<file path="src/rtl/reservation_station.sv">
// Reservation-station bank: holds issued ops, snoops the CDB for pending operands and
// dispatches the lowest-index ready entry to the attached functional unit.
package types;
  typedef struct packed {
    logic [4:0] opcode;
    logic [2:0] variant;
  } operation_specification;

  typedef struct packed {
    logic        is_virtual;
    logic [63:0] data;
  } register;

  typedef struct packed {
    logic                   valid;
    logic [2:0]             rs_id;
    operation_specification op;
  } issue_bus;
endpackage

module reservation_station #(
  parameter int NUM_ENTRIES = 2,
  parameter int BASE_ID     = 0
) (
  input  logic                         clk,
  input  logic                         rst,
  input  types::issue_bus              issue,
  input  types::register               issue_src1,
  input  types::register               issue_src2,
  output logic [NUM_ENTRIES-1:0]       busy,
  input  logic                         cdb_valid,
  input  logic [2:0]                   cdb_rs_id,
  input  logic [63:0]                  cdb_value,
  output logic                         disp_valid,
  input  logic                         disp_ready,
  output logic [2:0]                   disp_rs_id,
  output types::operation_specification disp_op,
  output logic [63:0]                  disp_a,
  output logic [63:0]                  disp_b,
  output logic [2*NUM_ENTRIES-1:0]     dbg_state_o
);
  // Handshake: the FU takes an op at a rising edge where disp_valid && disp_ready; once
  // disp_valid is raised the presented entry stays put until that edge.
  typedef enum logic [1:0] {E_FREE = 2'd0, E_WAIT = 2'd1, E_READY = 2'd2} entry_state_e;

  entry_state_e                  state_q [NUM_ENTRIES];
  entry_state_e                  state_d [NUM_ENTRIES];
  types::operation_specification op_q    [NUM_ENTRIES];
  types::operation_specification op_d    [NUM_ENTRIES];
  logic [63:0]                   a_q     [NUM_ENTRIES];
  logic [63:0]                   a_d     [NUM_ENTRIES];
  logic [63:0]                   b_q     [NUM_ENTRIES];
  logic [63:0]                   b_d     [NUM_ENTRIES];
  logic [2:0]                    a_tag_q [NUM_ENTRIES];
  logic [2:0]                    a_tag_d [NUM_ENTRIES];
  logic [2:0]                    b_tag_q [NUM_ENTRIES];
  logic [2:0]                    b_tag_d [NUM_ENTRIES];
  logic [NUM_ENTRIES-1:0]        a_rdy_q, a_rdy_d, b_rdy_q, b_rdy_d;
  logic [NUM_ENTRIES-1:0]        lock_oh_q, lock_oh_d;
  logic [NUM_ENTRIES-1:0]        sel_oh, issue_hit;
  logic                          accept, issue_to_busy;

  function automatic logic [64:0] capture(types::register src, logic cv, logic [2:0] ct,
                                          logic [63:0] cval);
    if (!src.is_virtual) return {1'b1, src.data};
    if (cv && ct == src.data[2:0]) return {1'b1, cval};
    return {1'b0, 64'd0};
  endfunction

  // A held (locked) entry wins over any lower index that became ready later.
  always_comb begin
    sel_oh     = '0;
    disp_valid = 1'b0;
    disp_rs_id = '0;
    disp_op    = '0;
    disp_a     = '0;
    disp_b     = '0;
    if (|lock_oh_q) begin
      sel_oh = lock_oh_q;
    end else begin
      for (int i = NUM_ENTRIES - 1; i >= 0; i--) begin
        if (state_q[i] == E_READY) begin
          sel_oh    = '0;
          sel_oh[i] = 1'b1;
        end
      end
    end
    disp_valid = |sel_oh;
    for (int i = 0; i < NUM_ENTRIES; i++) begin
      if (sel_oh[i]) begin
        disp_rs_id = 3'(BASE_ID + i);
        disp_op    = op_q[i];
        disp_a     = a_q[i];
        disp_b     = b_q[i];
      end
    end
  end

  assign accept    = disp_valid && disp_ready;
  assign lock_oh_d = accept ? '0 : sel_oh;

  always_comb begin
    busy          = '0;
    issue_hit     = '0;
    issue_to_busy = 1'b0;
    dbg_state_o   = '0;
    for (int i = 0; i < NUM_ENTRIES; i++) begin
      busy[i]                = (state_q[i] != E_FREE);
      dbg_state_o[2*i +: 2]  = state_q[i];
      if (issue.valid && issue.rs_id == 3'(BASE_ID + i)) begin
        issue_hit[i]  = (state_q[i] == E_FREE);
        issue_to_busy = issue_to_busy | (state_q[i] != E_FREE);
      end
    end
  end

  always_comb begin
    state_d = state_q;
    op_d    = op_q;
    a_d     = a_q;
    b_d     = b_q;
    a_tag_d = a_tag_q;
    b_tag_d = b_tag_q;
    a_rdy_d = a_rdy_q;
    b_rdy_d = b_rdy_q;
    for (int i = 0; i < NUM_ENTRIES; i++) begin
      case (state_q[i])
        E_FREE: begin
          if (issue_hit[i]) begin
            op_d[i]                = issue.op;
            a_tag_d[i]             = issue_src1.data[2:0];
            b_tag_d[i]             = issue_src2.data[2:0];
            {a_rdy_d[i], a_d[i]}   = capture(issue_src1, cdb_valid, cdb_rs_id, cdb_value);
            {b_rdy_d[i], b_d[i]}   = capture(issue_src2, cdb_valid, cdb_rs_id, cdb_value);
            state_d[i]             = (a_rdy_d[i] && b_rdy_d[i]) ? E_READY : E_WAIT;
          end
        end
        E_WAIT: begin
          if (!a_rdy_q[i] && cdb_valid && cdb_rs_id == a_tag_q[i]) begin
            a_d[i]     = cdb_value;
            a_rdy_d[i] = 1'b1;
          end
          if (!b_rdy_q[i] && cdb_valid && cdb_rs_id == b_tag_q[i]) begin
            b_d[i]     = cdb_value;
            b_rdy_d[i] = 1'b1;
          end
          if (a_rdy_d[i] && b_rdy_d[i]) state_d[i] = E_READY;
        end
        E_READY: begin
          if (accept && sel_oh[i]) begin
            state_d[i] = E_FREE;
            a_rdy_d[i] = 1'b0;
            b_rdy_d[i] = 1'b0;
          end
        end
        default: state_d[i] = E_FREE;
      endcase
    end
  end

  always_ff @(posedge clk) begin
    if (rst) begin
      for (int i = 0; i < NUM_ENTRIES; i++) begin
        state_q[i] <= E_FREE;
        op_q[i]    <= '0;
        a_q[i]     <= '0;
        b_q[i]     <= '0;
        a_tag_q[i] <= '0;
        b_tag_q[i] <= '0;
      end
      a_rdy_q   <= '0;
      b_rdy_q   <= '0;
      lock_oh_q <= '0;
    end else begin
      state_q   <= state_d;
      op_q      <= op_d;
      a_q       <= a_d;
      b_q       <= b_d;
      a_tag_q   <= a_tag_d;
      b_tag_q   <= b_tag_d;
      a_rdy_q   <= a_rdy_d;
      b_rdy_q   <= b_rdy_d;
      lock_oh_q <= lock_oh_d;
    end
  end

  // The issue unit must never target an occupied entry.
  assert property (@(posedge clk) disable iff (rst) !issue_to_busy);

endmodule
</file>
<file path="config.mk">
export PLATFORM = sky130hd
export DESIGN_NAME = reservation_station
export DESIGN_NICKNAME = d
export VERILOG_FILES = /design/src/rtl/reservation_station.sv
export SDC_FILE = /design/constraint.sdc
export NUM_CORES = 1
export LEC_CHECK = 0
export CAP_MARGIN = 10
export CORE_MARGIN = 3
export CORE_UTILIZATION = 40
export DETAILED_ROUTE_END_ITERATION = 16
export PLACE_DENSITY = 0.66
export SYNTH_ARGS = -nofsm -noshare
export SYNTH_HDL_FRONTEND = slang
export SYNTH_SLANG_ARGS = --single-unit
</file>
<file path="constraint.sdc">
create_clock -name clk -period 2.45 [get_ports clk]
set_input_delay 0.3675 -clock clk [delete_from_list [all_inputs] [get_ports clk]]
set_output_delay 0.3675 -clock clk [all_outputs]
set_load 0.01 [all_outputs]
</file>
Word-level counts from Yosys, hierarchy flattened
Cells that the tools add are included.
{ "totals": {"word_cells": 181, "input_bits": 213, "out_inout_bits": 146, "reg_bits": 294} }
{ "op_classes": {"n_reduce_logical": 45, "eq_ne": 21, "mux": 96} }
{ "ops": {"columns": ["cell", "count"], "rows": [
  ["two-way mux 65 bit", 20],
  ["two-way mux 64 bit", 12],
  ["case mux 64 bit (2 select lines)", 4],
  ["two-way mux 1 bit", 41],
  ["AND reduction 3 bit", 8],
  ["two-way mux 2 bit", 11],
  ["logical AND 1 bit", 19],
  ["equality test 3 bit", 6],
  ["two-way mux 8 bit", 2],
  ["inequality test 2 bit, second input constant", 8],
  ["case mux 1 bit (3 select lines)", 4],
  ["case mux 2 bit (3 select lines)", 2],
  ["nonzero test 2 bit", 4],
  ["nonzero test 3 bit", 2],
  ["OR reduction 2 bit", 3],
  ["equality test 2 x 1 -> 1 bit, second input constant", 2],
  ["equality test 2 bit, second input constant", 2],
  ["zero test 1 bit", 4],
  ["zero test 2 bit", 2],
  ["inequality test 2 x 1 -> 1 bit, second input constant", 2],
  ["AND reduction 2 bit", 2],
  ["equality test 3 x 1 -> 1 bit, second input constant", 1],
  ["zero test 3 bit", 1]
]} }

Depth between registers and ports, before layout
{ "logic_depth": {"depth_word": 16, "depth_mapped": 10} }

Worst setup path after synthesis
No wires, ideal clock.
{ "synth_path": {"path_type": "register -> output", "from": "register state_q, in the netlist dbg_state_o[0]", "to": "output disp_b[23]", "stages_incl_launch_ff": 9, "path_buffers": 3, "required_ps": 2082, "arrival_ps": 1800, "setup_slack_ps": 282, "path_cell_list": "dfxtp_1 > inv_1 > ha_1 > a21o_1 > clkbuf_1 > clkbuf_1 > buf_1 > nand3_1 > nand2_1"} }
{ "synth_between": {"elab_chain_len": 5} }
{ "synth_rtl": {"columns": ["element", "line_no", "rtl"], "rows": [
  ["start, declared", "46", "entry_state_e state_q [NUM_ENTRIES];"],
  ["start signal, assigned", "175", "state_q <= state_d;"],
  ["equality test 2 bit *", "82", "if (state_q[i] == E_READY) begin"],
  ["two-way mux 2 bit *", "82", null],
  ["two-way mux 2 bit *", "78", "if (|lock_oh_q) begin"],
  ["two-way mux 64 bit", "90", "if (sel_oh[i]) begin"],
  ["two-way mux 64 bit *", "90", null],
  ["end, declared", "39", "output logic [63:0] disp_b,"]
]} }
Mark *: on every way between the ends. The rest lies on a longest branch, timed or not.

Final worst setup path
{ "layout_path": {"from": "register state_q, in the netlist dbg_state_o[0]", "to": "output disp_b[13]"} }
Same word-level chain as after synthesis.

==> out/qor.yml <==
setup_ws_ps: -174
worstPathArrival_ps: 2260
synth-main-ff-cell: "dfxtp_1"
power_density_nw_per_um2: 956
grt_overflow: 0
htree_levels: 2
ys_warn_count: 0
finClkSkew_ps: 22.4
grtUsageMet1_pct: 42.5
finalHoldViolCount: 0
violations: "setup timing"
remaining_drc_errors: 0
drive_above_1_share_pct: 26.6
slew_headroom_pct: 23.9
antenna_found_initial: 5
use_met2_pct: 51.5
num_vias: 19100
layout.cells.most_common: "nand2_1"
grt_usage_pct: 32.5
hold_path_class: "in -> reg"
r2r-start: "dbg_state_o[0]$_SDFFE_PP0P_"
p_leak_nw: 10.0
maxCapViolCount: 0
io_buffers: 356
cts_root_buf: "clkbuf_16"
synth_cell_type_count: 54
wire_per_inst_um: 24.1
io-pin-count: 359
postSynthAreaPerCell_um2: 7.43
synth_async_sr_flop_share_pct: 0
critical_path.endpoint: "disp_b[13]"
end_kind: "output pin"
clock-sinks: 294
drt-vias-per-instance: 6.21
seq_area_frac_synth_pct: 37.1
place_congestion: 0.864
clk_path_buf_depth: 3
cts_tree: "done"
coreArea_um2: 38900
fp.dieW_um: 205
ys_ff_latch: 294
hpwl_um: 41800
reg2reg_to: "a_q[126]$_SDFFE_PP0P_"
fp.dieArea_um2: 42100
clock.fmax_mhz: 381
grt_setup_unrepaired: "true"
min_from: "issue[1]"
finalCritPeriodShare_pct: 107
final_cell_mix: "nand2_1, dfxtp_1, clkdlybuf4s50_1"
ir_worst_vdd_v: 0.000565
startpoint_type: "flip-flop"
syn-cell-area_um2: 15900
synth-edff-count: 0
final_cell_count_no_fill: 3082
insertion_delay_ps: 520
busiest_layer: "met2"
setup_viol: 131
finalNetCount: 2754
r2r_slack_ps: 120
nFillCells: 3205
dr.first_iter.drc_count: 1948
grt_max_degree: 104
firstDrtPassIters: 8
row_count: 72
first_global_vias: 18500
tightest_slew_ps: 1140
worst_r2r_path_depth: 9
final_max_slew_viol_count: 0
crit_path_start: "dbg_state_o[0]$_SDFFE_PP0P_"
placed_cells_incl_taps: 2898
whs_ps: 431
drt-total-wl_um: 74200
cts-hold-fix-buffers: 0
finalPower_mw: 23.8
layout_min_cycle_time_ps: 2620
outcome: "complete, but fails checks"
grtUsageMet3_pct: 6.63
cts_buffers: 36
start_util_pct: 40.8
crit_path_max_fanout: 5
crit_required_ps: 2080
path_clk_slew_ps: 60
area_growth_pct: 56.7
die_y_um: 205
syn_inst: 2135
ant_nets: 0
critPathKind: "reg -> out"
grt_pass1_wl_um: 108000
-- repair_timing --
| action | in CTS | in global routing |
|---|---|---|
| endpoints found under the setup margin | 139 | 176 |
| pin swaps | 128 | 98 |
| gates cloned | 22 | 14 |
| buffers inserted | 62 | 26 |
| resized for setup | 828 | 241 |
-- synthesized netlist by cell type (2+ instances only) --
cell       number  area [µm²]
a2111oi_0       4        35.0
a211o_1        60         526
a211oi_1        3        22.5
a21o_1          3        22.5
a21oi_1       126         631
a221o_1        38         380
a22oi_1        94         706
a31oi_1        63         394
a32o_1         99         991
and2_1          2        12.5
buf_1          10        37.5
buf_2          39         195
buf_4          11        82.6
buf_6           9         101
clkbuf_1      159         597
clkinv_1        2        7.51
dfxtp_1       294        5890
ha_1            8         100
inv_1          18        67.6
mux2i_1         9        90.1
nand2_1       571        2140
nand2b_1        4        25.0
nand3_1       143         716
nand4_1         4        25.0
nor2_1         19        71.3
nor2b_1        63         394
nor3_1          7        35.0
nor4_4          2        42.5
o21ai_0       174         871
o21ai_1        48         240
o21ai_2         2        17.5
o21bai_1        2        15.0
o22ai_1         4        25.0
o2bb2ai_1       4        35.0
or4_1           2        15.0
xnor2_1        12         105
xor2_1          6        52.6
-- kinds of logic after synthesis --
logic type	synth area share (%)
buffers and inverters	6.86
adders and majority gates	0.631
and+or+nand+nor	22.3
xor gates and xnor gates	0.994
DFF	37.1
AOI/OAI and AO/OA	31.4
other	0.0236
muxes	0.639
-- cell type report --
cell class | count | area [µm²] | share of cell area, %
clock inverters | 13 | 154 | 0.619
repair inverters | 2 | 46.3 | 0.186
well taps | 518 | 648 | 2.61
diodes | 5 | 12.5 | 0.0503
multi-input cells | 1595 | 10200 | 41.2
clock buffers | 51 | 1060 | 4.26
flip-flops and latches | 294 | 5890 | 23.7
repair buffers | 584 | 6720 | 27.1
inverters | 20 | 90.1 | 0.363
-- flip-flops by register name, indices dropped and copies added (netlist names) --
name	flops
b_tag_q	6
lock_oh_q	2
a_tag_q	6
b_q	128
a_q	128
op_q	16
b_rdy_q	2
dbg_state_o	4
a_rdy_q	2
-- metal layers --
| layer | part of all wire (%) | vias to the layer above |
|---|---|---|
| li1 | - | 8489 |
| met1 | 39 | 9163 |
| met2 | 46 | 1246 |
| met3 | 10 | 230 |
| met4 | 4.7 | 2 |
| met5 | 0.019 | - |
-- per-stage QoR --
step	setup TNS (ps)	util [%]	instance area, µm²	worst slack (ps)
after floorplan	0	-	15900	282
after global placement	-17270	52.7	20500	-296
after detailed placement	-25680	52.7	20500	-329
after CTS	-11300	60.7	23600	-192
after global routing	-18170	63.9	24800	-240
final	-9560	63.9	24900	-174
-- worst min path at each step --
stage,to,slack (ps),depth (start not counted)
finish,op_q[9]$_SDFFE_PP0P_,430,3
global route,op_q[9]$_SDFFE_PP0P_,460,3
CTS,op_q[9]$_SDFFE_PP0P_,430,3
detailed placement,op_q[9]$_SDFFE_PP0P_,450,2
global placement,op_q[11]$_SDFFE_PP0P_,440,2
floorplan,b_q[127]$_SDFFE_PP0P_,430,1
-- report_power, final --
| group | switching, mW | total [mW] | internal, mW |
|---|---|---|---|
| Sequential | 0.470 | 5.98 | 5.51 |
| Combinational | 6.65 | 12.2 | 5.59 |
| Clock | 2.20 | 5.53 | 3.33 |
| Total | 9.32 | 23.8 | 14.4 |
-- worst max-delay path, cell delays in order (launching register included) --
cell	delay [ps]
dfxtp_2	330
inv_2	50
ha_4	170
buf_6	110
a21o_4	260
buf_12	160
buf_12	130
buf_16	140
buf_12	120
nand3_2	50
nand2_2	60
buf_6	120
Note: power is estimated with default switching activity, not from simulation.
